--- config.mk ---
export PLATFORM = sky130hd
export DESIGN_NAME = error_response_ctrl
export DESIGN_NICKNAME = d
export VERILOG_FILES = /design/src/rtl/error_response_ctrl.sv
export SDC_FILE = /design/constraint.sdc
export NUM_CORES = 1
export LEC_CHECK = 0
export ABC_CLOCK_PERIOD_IN_PS = 2900
export CAP_MARGIN = 20
export CORE_ASPECT_RATIO = 0.7
export CORE_MARGIN = 2
export CORE_UTILIZATION = 41
export CTS_CLUSTER_DIAMETER = 80
export DETAILED_ROUTE_END_ITERATION = 10
export PLACE_DENSITY_LB_ADDON = 0.1
export SLEW_MARGIN = 40
export SYNTH_ARGS = -nofsm -noshare
export SYNTH_HDL_FRONTEND = slang
export SYNTH_SLANG_ARGS = --single-unit
--- constraint.sdc ---
create_clock -name clk -period 2.9 [get_ports clk]
set_input_delay 0.58 -clock clk [delete_from_list [all_inputs] [get_ports clk]]
set_output_delay 0.58 -clock clk [all_outputs]
set_load 0.05 [all_outputs]
--- src/rtl/error_response_ctrl.sv ---
// Error event sequencer in front of error_response; prioritises and sends queued errors.
// Optional Busy timeout is built when ERROR_CTRL_TIMEOUT_EN is defined.
module error_response_ctrl #(
    parameter int TIMEOUT_CYCLES = 1000,
    parameter int TIMEOUT_W      = 16,
    parameter int DROP_W         = 8
) (
    input  logic              clk,
    input  logic              reset,
    input  logic              evt_invalid_req,
    input  logic              evt_invalid_req_challenge,
    input  logic              evt_unsupported_protocol,
    input  logic              evt_unspecified,
    input  logic              req_pending,
    input  logic              resp_sent,
    input  logic              MSG_ready,
    input  logic              tx_ack,
    output logic              Enable,
    output logic              Error_Invalid_Request,
    output logic              Error_Invalid_Request_challenge,
    output logic              Error_Busy,
    output logic              Error_Unsupported_Protocol,
    output logic              Error_Unspecified,
    output logic              send_req,
    output logic              busy,
    output logic [4:0]        pending,
    output logic [DROP_W-1:0] drop_count
);

    typedef enum logic [2:0] {
        IDLE,
        BUILD,
        WAIT_READY,
        SEND,
        GAP
    } state_t;

    state_t            state;
    state_t            state_nx;
    logic [4:0]        pend_q;
    logic [4:0]        sel_q;
    logic [4:0]        sel_nx;
    logic [4:0]        pick;
    logic [4:0]        evt;
    logic [4:0]        clr;
    logic [4:0]        drops;
    logic [2:0]        n_drop;
    logic [DROP_W:0]   drop_sum;
    logic              busy_evt;

`ifdef ERROR_CTRL_TIMEOUT_EN
    logic [TIMEOUT_W-1:0] tcnt;
    logic                 tcnt_hit;

    assign tcnt_hit = (tcnt == TIMEOUT_W'(TIMEOUT_CYCLES - 1));
    assign busy_evt = req_pending && !resp_sent && tcnt_hit;

    always_ff @(posedge clk or negedge reset) begin
        if (!reset) begin
            tcnt <= '0;
        end else if (!req_pending || resp_sent || tcnt_hit) begin
            tcnt <= '0;
        end else begin
            tcnt <= tcnt + TIMEOUT_W'(1);
        end
    end

    assign Error_Busy = sel_q[2];
`else
    logic unused_tmo;

    assign busy_evt   = 1'b0;
    assign Error_Busy = 1'b0;
    assign unused_tmo = ^{req_pending, resp_sent, sel_q[2],
                          TIMEOUT_W'(TIMEOUT_CYCLES)};
`endif

    assign evt = {evt_invalid_req, evt_invalid_req_challenge, busy_evt,
                  evt_unsupported_protocol, evt_unspecified};

    // The bit being acknowledged is released; a same-cycle set overrides it.
    assign clr   = (state == SEND && tx_ack) ? sel_q : 5'b0;
    assign drops = evt & pend_q & ~clr;

    always_comb begin
        n_drop = '0;
        for (int i = 0; i < 5; i++) begin
            n_drop = n_drop + {2'b0, drops[i]};
        end
        drop_sum = {1'b0, drop_count} + (DROP_W + 1)'(n_drop);
    end

    always_comb begin
        pick = 5'b0;
        if (pend_q[4])      pick = 5'b10000;
        else if (pend_q[3]) pick = 5'b01000;
        else if (pend_q[2]) pick = 5'b00100;
        else if (pend_q[1]) pick = 5'b00010;
        else if (pend_q[0]) pick = 5'b00001;
    end

    always_comb begin
        state_nx = state;
        sel_nx   = sel_q;
        unique case (state)
            IDLE: begin
                if (pend_q != 5'b0) begin
                    sel_nx   = pick;
                    state_nx = BUILD;
                end
            end
            BUILD:      state_nx = WAIT_READY;
            WAIT_READY: if (MSG_ready) state_nx = SEND;
            SEND: begin
                if (tx_ack) begin
                    sel_nx   = 5'b0;
                    state_nx = GAP;
                end
            end
            GAP:        state_nx = IDLE;
            default:    state_nx = IDLE;
        endcase
    end

    always_ff @(posedge clk or negedge reset) begin
        if (!reset) begin
            state      <= IDLE;
            sel_q      <= '0;
            pend_q     <= '0;
            drop_count <= '0;
        end else begin
            state      <= state_nx;
            sel_q      <= sel_nx;
            pend_q     <= (pend_q & ~clr) | evt;
            drop_count <= drop_sum[DROP_W] ? '1 : drop_sum[DROP_W-1:0];
        end
    end

    assign Enable   = (state == BUILD) || (state == WAIT_READY) || (state == SEND);
    assign send_req = (state == SEND);
    assign busy     = (state != IDLE);
    assign pending  = pend_q;

    assign Error_Invalid_Request           = sel_q[4];
    assign Error_Invalid_Request_challenge = sel_q[3];
    assign Error_Unsupported_Protocol      = sel_q[1];
    assign Error_Unspecified               = sel_q[0];

endmodule

* Word level (Yosys, flattened, before mapping)
Index checks and enable logic that the tools add are counted.
** Cells by class
- Eq/ne operators :: 6
- Mux-type cells :: 14
- Add/sub/neg operators :: 5
- Bitwise operators :: 5
- Reductions and logical operators :: 9
** Operators with widths (count)
- two-way mux 5 bit :: 4
- bitwise AND 5 bit :: 3
- two-way mux 3 bit :: 4
- case mux 3 bit (4 select lines) :: 1
- case mux 5 bit (2 select lines) :: 1
- adder 8 x 3 -> 9 bit :: 1
- two-way mux 8 bit :: 1
- adder 3 x 1 -> 3 bit :: 2
- == test 3 x 2 -> 1 bit (second input constant) :: 2
- != test 2 bit (second input constant) :: 3
- AND reduction 3 bit :: 2
- NOT 5 bit :: 1
- bitwise OR 5 bit :: 1
- nonzero test 5 bit :: 1
- two-way mux 4 bit :: 1
- adder 2 x 1 -> 3 bit :: 1
- == test 3 x 1 -> 1 bit (second input constant) :: 1
- logical NOT 3 bit :: 1
- nonzero test 3 bit :: 1
- adder 1 x 1 -> 2 bit :: 1
- logical OR 1 bit :: 2
- two-way mux 2 bit :: 1
- nonzero test 2 bit :: 1
- logical AND 1 bit :: 1
- two-way mux 1 bit :: 1
** Word-level totals
- Input bits :: 10
- Output and inout bits :: 21
- Register bits :: 21

* Longest topological paths before layout
- Depth after elaboration :: 11
- Depth in mapped cells :: 12

* Worst setup path before layout
OpenSTA, ideal clock, no wires.
- Path type :: input to register
- From :: in tx_ack
- To :: reg drop_count[6]
- Path slack :: 0.020 ns
- Data arrival time :: 2.755 ns
- Cell stages on the path :: 11
- Setup time :: 0.125 ns
- Buffers on the path :: 0
- Required time :: 2.775 ns
- Cells stage by stage :: nor3b_4 -> a21boi_0 -> nand2_1 -> fa_1 -> fa_1 -> inv_1 -> fa_1 -> and3_1 -> nand3_1 -> nor3_1 -> a21oi_1
** Between the ends
- Longest elaborated chain between the ends :: 10
** RTL lines
- from (decl) :: line 17 : input logic tx_ack,
- logical AND 1 bit (*) :: line 82 : assign clr = (state == SEND && tx_ack) ? sel_q : 5'b0;
- two-way mux 5 bit (*) :: line 82
- NOT 5 bit (*) :: line 83 : assign drops = evt & pend_q & ~clr;
- bitwise AND 5 bit (*) :: line 83
- adder 1 x 1 -> 2 bit :: line 88 : n_drop = n_drop + {2'b0, drops[i]};
- adder 2 x 1 -> 3 bit :: line 88
- adder 3 x 1 -> 3 bit :: line 88
- adder 3 x 1 -> 3 bit (*) :: line 88
- adder 8 x 3 -> 9 bit (*) :: line 90 : drop_sum = {1'b0, drop_count} + (DROP_W + 1)'(n_drop);
- two-way mux 8 bit (*) :: line 135 : drop_count <= drop_sum[DROP_W] ? '1 : drop_sum[DROP_W-1:0];
- to (signal assigned) :: line 135
- to (decl) :: line 27 : output logic [DROP_W-1:0] drop_count
Mark *: on every way between the ends. The rest lies on a longest branch, timed or not.
A chain may end at the register's enable or synchronous reset.

* Final worst setup path
Ends and elaborated chain as after synthesis.

==> summary.json <==
{
  "synthesized_nets": 110,
  "hp-class": "flip-flop to flip-flop",
  "port_buffers": 27,
  "synthCells": 96,
  "rrSetupSlack_ns": 0.18,
  "worst_setup_path_start_kind": "primary input",
  "grt-ovfl-total": 0,
  "final_common_cell": "sky130_fd_sc_hd__clkdlybuf4s50_1",
  "fp-row-count": 15,
  "synth_top_family_by_area": "simple AND/OR/NAND/NOR gates",
  "synthesis.area_um2": 1032,
  "total_power_w": 0.001678,
  "power.static_leakage_nw": 0.6496,
  "worstPathMaxFanout": 4,
  "clk_pin_slew_worst_paths_ns": 0.11,
  "power_frac_comb_pct": 62.9,
  "layout-drive-gt1-share_pct": 20.14,
  "post_synth_main_area_contributors": "sky130_fd_sc_hd__dfrtp_1 51%, sky130_fd_sc_hd__fa_1 5.8%, sky130_fd_sc_hd__nand2_1 4.0%, sky130_fd_sc_hd__a32o_1 2.9%, sky130_fd_sc_hd__inv_1 2.9%",
  "report.final.setup_viol": 0,
  "timing.critical_path.arrival_ns": 2.96,
  "fin_ws_ns": 0.1319,
  "power.clock.fraction_pct": 8.3,
  "synth.yosys.seq_area_share_pct": 50.91,
  "cts_tree": "done",
  "via_per_inst": 4.884,
  "cts_max_path_buffers": 2,
  "finClkSkew_ns": 0.006827,
  "synth_top_area_share_pct": 50.91,
  "route.vias.total": 845,
  "initialDrtViolationCount": 50,
  "multiInputGateArea_um2": 488.0,
  "htree_num_levels": 1,
  "layout.cell_area.non_filler_um2": 1479,
  "synth.mux.area_fraction_pct": 1.939,
  "grt_pass1_wl_um": 3795,
  "power_per_cell_area_nw_per_um2": 1135,
  "post-route-period-util_pct": 95.45,
  "power_switching_share_pct": 48.87,
  "synth.ff_latch_count": 21,
  "fp.coreArea_um2": 2421,
  "area_share_of_fa_ha_maj_cells_after_synthesis_pct": 7.030,
  "final_nets": 154,
  "antenna_cells_inserted": 0,
  "drv_slew": 0,
  "achievable-frequency_ghz": 0.3613,
  "r2r.worst_path.cells": 12,
  "dp.final_hpwl_um": 1625,
  "period_needed_ns": 2.768,
  "hold_path_cells": 1,
  "dpl_worst_slack_ns": -0.6487,
  "grt_antenna_before_repair": 0,
  "setup_crit_path_kind": "primary input to flip-flop",
  "layout_common_cells": "26 x sky130_fd_sc_hd__clkdlybuf4s50_1, 21 x sky130_fd_sc_hd__dfrtp_1, 13 x sky130_fd_sc_hd__buf_4",
  "tritoncts.num_buffers": 3,
  "gpl.final_weighted_congestion": 0.8208,
  "clkLatencyLatePin_ns": 0.30,
  "clock-root-buffer": "sky130_fd_sc_hd__clkbuf_4",
  "p_seq_share_pct": 28.8,
  "syn2layout_area_growth_pct": 43.27,
  "synth_xor_xnor_area_share_pct": 2.545,
  "hold_viol_final": 0,
  "switching_power_w": 0.0008201,
  "dieArea_um2": 2941,
  "first_pass_iters": 4,
  "synth_warnings": 0,
  "synth_area_leader_cell": "sky130_fd_sc_hd__dfrtp_1",
  "worst-slew-pin-transition_ns": 0.5054,
  "die_y_um": 45.98,
  "status": "finished clean",
  "end_kind": "flip-flop",
  "power.internal_w": 0.0008580,
  "synth_cell_types": 35,
  "max-slew-margin-rel_pct": 66.20,
  "top_level_ports": 31,
  "first_global_vias": 841,
  "syn_area_per_cell_um2": 10.75,
  "cts_num_sinks": 21,
  "synth-simple-area-share_pct": 18.91,
  "pin_count_of_the_biggest_net_entering_global_routing": 22,
  "placed_cell_area_um2": 1405,
  "totalWireLength_um": 2200,
  "initial_utilization_pct": 42.64,
  "hold_buffers": 0,
  "drtAntennaViolNets": 0,
  "die_w_um": 63.97,
  "vdd.ir_drop.worst_uv": 601.3,
  "wl_per_cell_um": 12.72,
  "drc_errors": 0,
  "cp.required_ns": 3.09,
  "maxCapViolCount": 0,
  "layout.filler_cells": 198,
  "groute.usage.overall_pct": 17.33,
  "final-seq-area_um2": 525.5,
  "complex_gate_fraction_of_the_synthesized_area_pct": 14.67
}
==> power groups by stage <==
| stage | logic [W] | clock network, W | registers, W |
|---|---|---|---|
| 2_1_floorplan | 0.000410 | 0 | 0.000742 |
| 3_3_place_gp | 0.000995 | 0 | 0.000479 |
| 3_5_place_dp | 0.00101 | 0 | 0.000482 |
| 4_1_cts | 0.00106 | 0.000147 | 0.000480 |
| 5_1_grt | 0.00115 | 0.000160 | 0.000498 |
| 6_report | 0.00106 | 0.000139 | 0.000484 |
==> layout make-up <==
class	count	share of cell area, %
Multi-Input combinational cell	66	32.99
Timing Repair Buffer	40	24.79
Tap cell	34	2.876
Clock buffer	4	1.777
Inverter	8	2.030
Sequential cell	21	35.53
==> synthesized netlist by cell type, drive strengths merged <==
| cell | number |
|---|---|
| a21boi | 4 |
| a21oi | 3 |
| a22o | 1 |
| a22oi | 1 |
| a32o | 3 |
| and3 | 3 |
| buf | 1 |
| conb | 1 |
| dfrtp | 21 |
| fa | 3 |
| ha | 1 |
| inv | 8 |
| mux2i | 2 |
| nand2 | 11 |
| nand2b | 2 |
| nand3 | 2 |
| nor2 | 8 |
| nor2b | 1 |
| nor3 | 4 |
| nor3b | 1 |
| nor4 | 1 |
| o2111ai | 1 |
| o211ai | 1 |
| o21a | 1 |
| o21ai | 1 |
| o22ai | 2 |
| o2bb2ai | 1 |
| or2 | 4 |
| xnor2 | 1 |
| xor2 | 2 |
==> cell families (layout without fill, tap and decap cells) <==
kind of cell / count (synthesis) / in the layout
and+or+nand+nor: 37 / 37
DFF: 21 / 21
AOI/OAI and AO/OA: 19 / 19
buffers and inverters: 9 / 52
adders and majority gates: 4 / 4
xor gates and xnor gates: 3 / 3
muxes: 2 / 2
other: 1 / 1
==> through the flow <==
step	util, %	hold slack, ns	std cells	setup TNS, ns
after global placement	58.04	0.4455	165	-4.239
final	61.09	0.4686	173	0
after CTS	60.88	0.4709	173	0
after global routing	61.09	0.5050	173	-0.01782
after floorplan	-	0.2844	96	0
after detailed placement	58.04	0.4554	165	-4.384
==> flip-flops by register name (all words and copies together), names as in the netlist <==
name / flops
sel_q: 5
state: 3
drop_count: 8
pending: 5
==> worst max-delay path, stage by stage <==
cell and delay, ns:
sky130_fd_sc_hd__dlygate4sd2_1 0.23, sky130_fd_sc_hd__nor3b_4 0.28, sky130_fd_sc_hd__a21boi_2 0.10, sky130_fd_sc_hd__nand2_1 0.09
sky130_fd_sc_hd__fa_1 0.43, sky130_fd_sc_hd__fa_2 0.37, sky130_fd_sc_hd__inv_2 0.07, sky130_fd_sc_hd__fa_2 0.20
sky130_fd_sc_hd__and3_4 0.20, sky130_fd_sc_hd__nand3_1 0.13, sky130_fd_sc_hd__nor3_2 0.20, sky130_fd_sc_hd__a21oi_1 0.06
==> path summary, 6_finish.rpt <==
check / endpoint / startpoint
min in group asynchronous: drop_count[5] / reset
min reg2reg: pending[2] / sel_q[2]
max in group asynchronous: sel_q[0] / reset
min: pending[2] / sel_q[2]
max: drop_count[6] / tx_ack
max reg2reg: drop_count[6] / state[1]
==> routing by layer <==
layer / global-route usage, % / part of all wire [%] / vias to the layer above
met5: 0 / 0 / -
li1: - / - / 417
met1: 24.61 / 51 / 407
met4: 3.913 / 0.55 / 0
met3: 5.198 / 4.9 / 2
met2: 26.25 / 43 / 19
==> timing repair <==
item                                    CTS  global route
endpoints found under the setup margin    8             1
pin swaps                                 7             1
setup buffers                             4             0
resized for setup                         8             1
(Power assumes the default switching activity.)
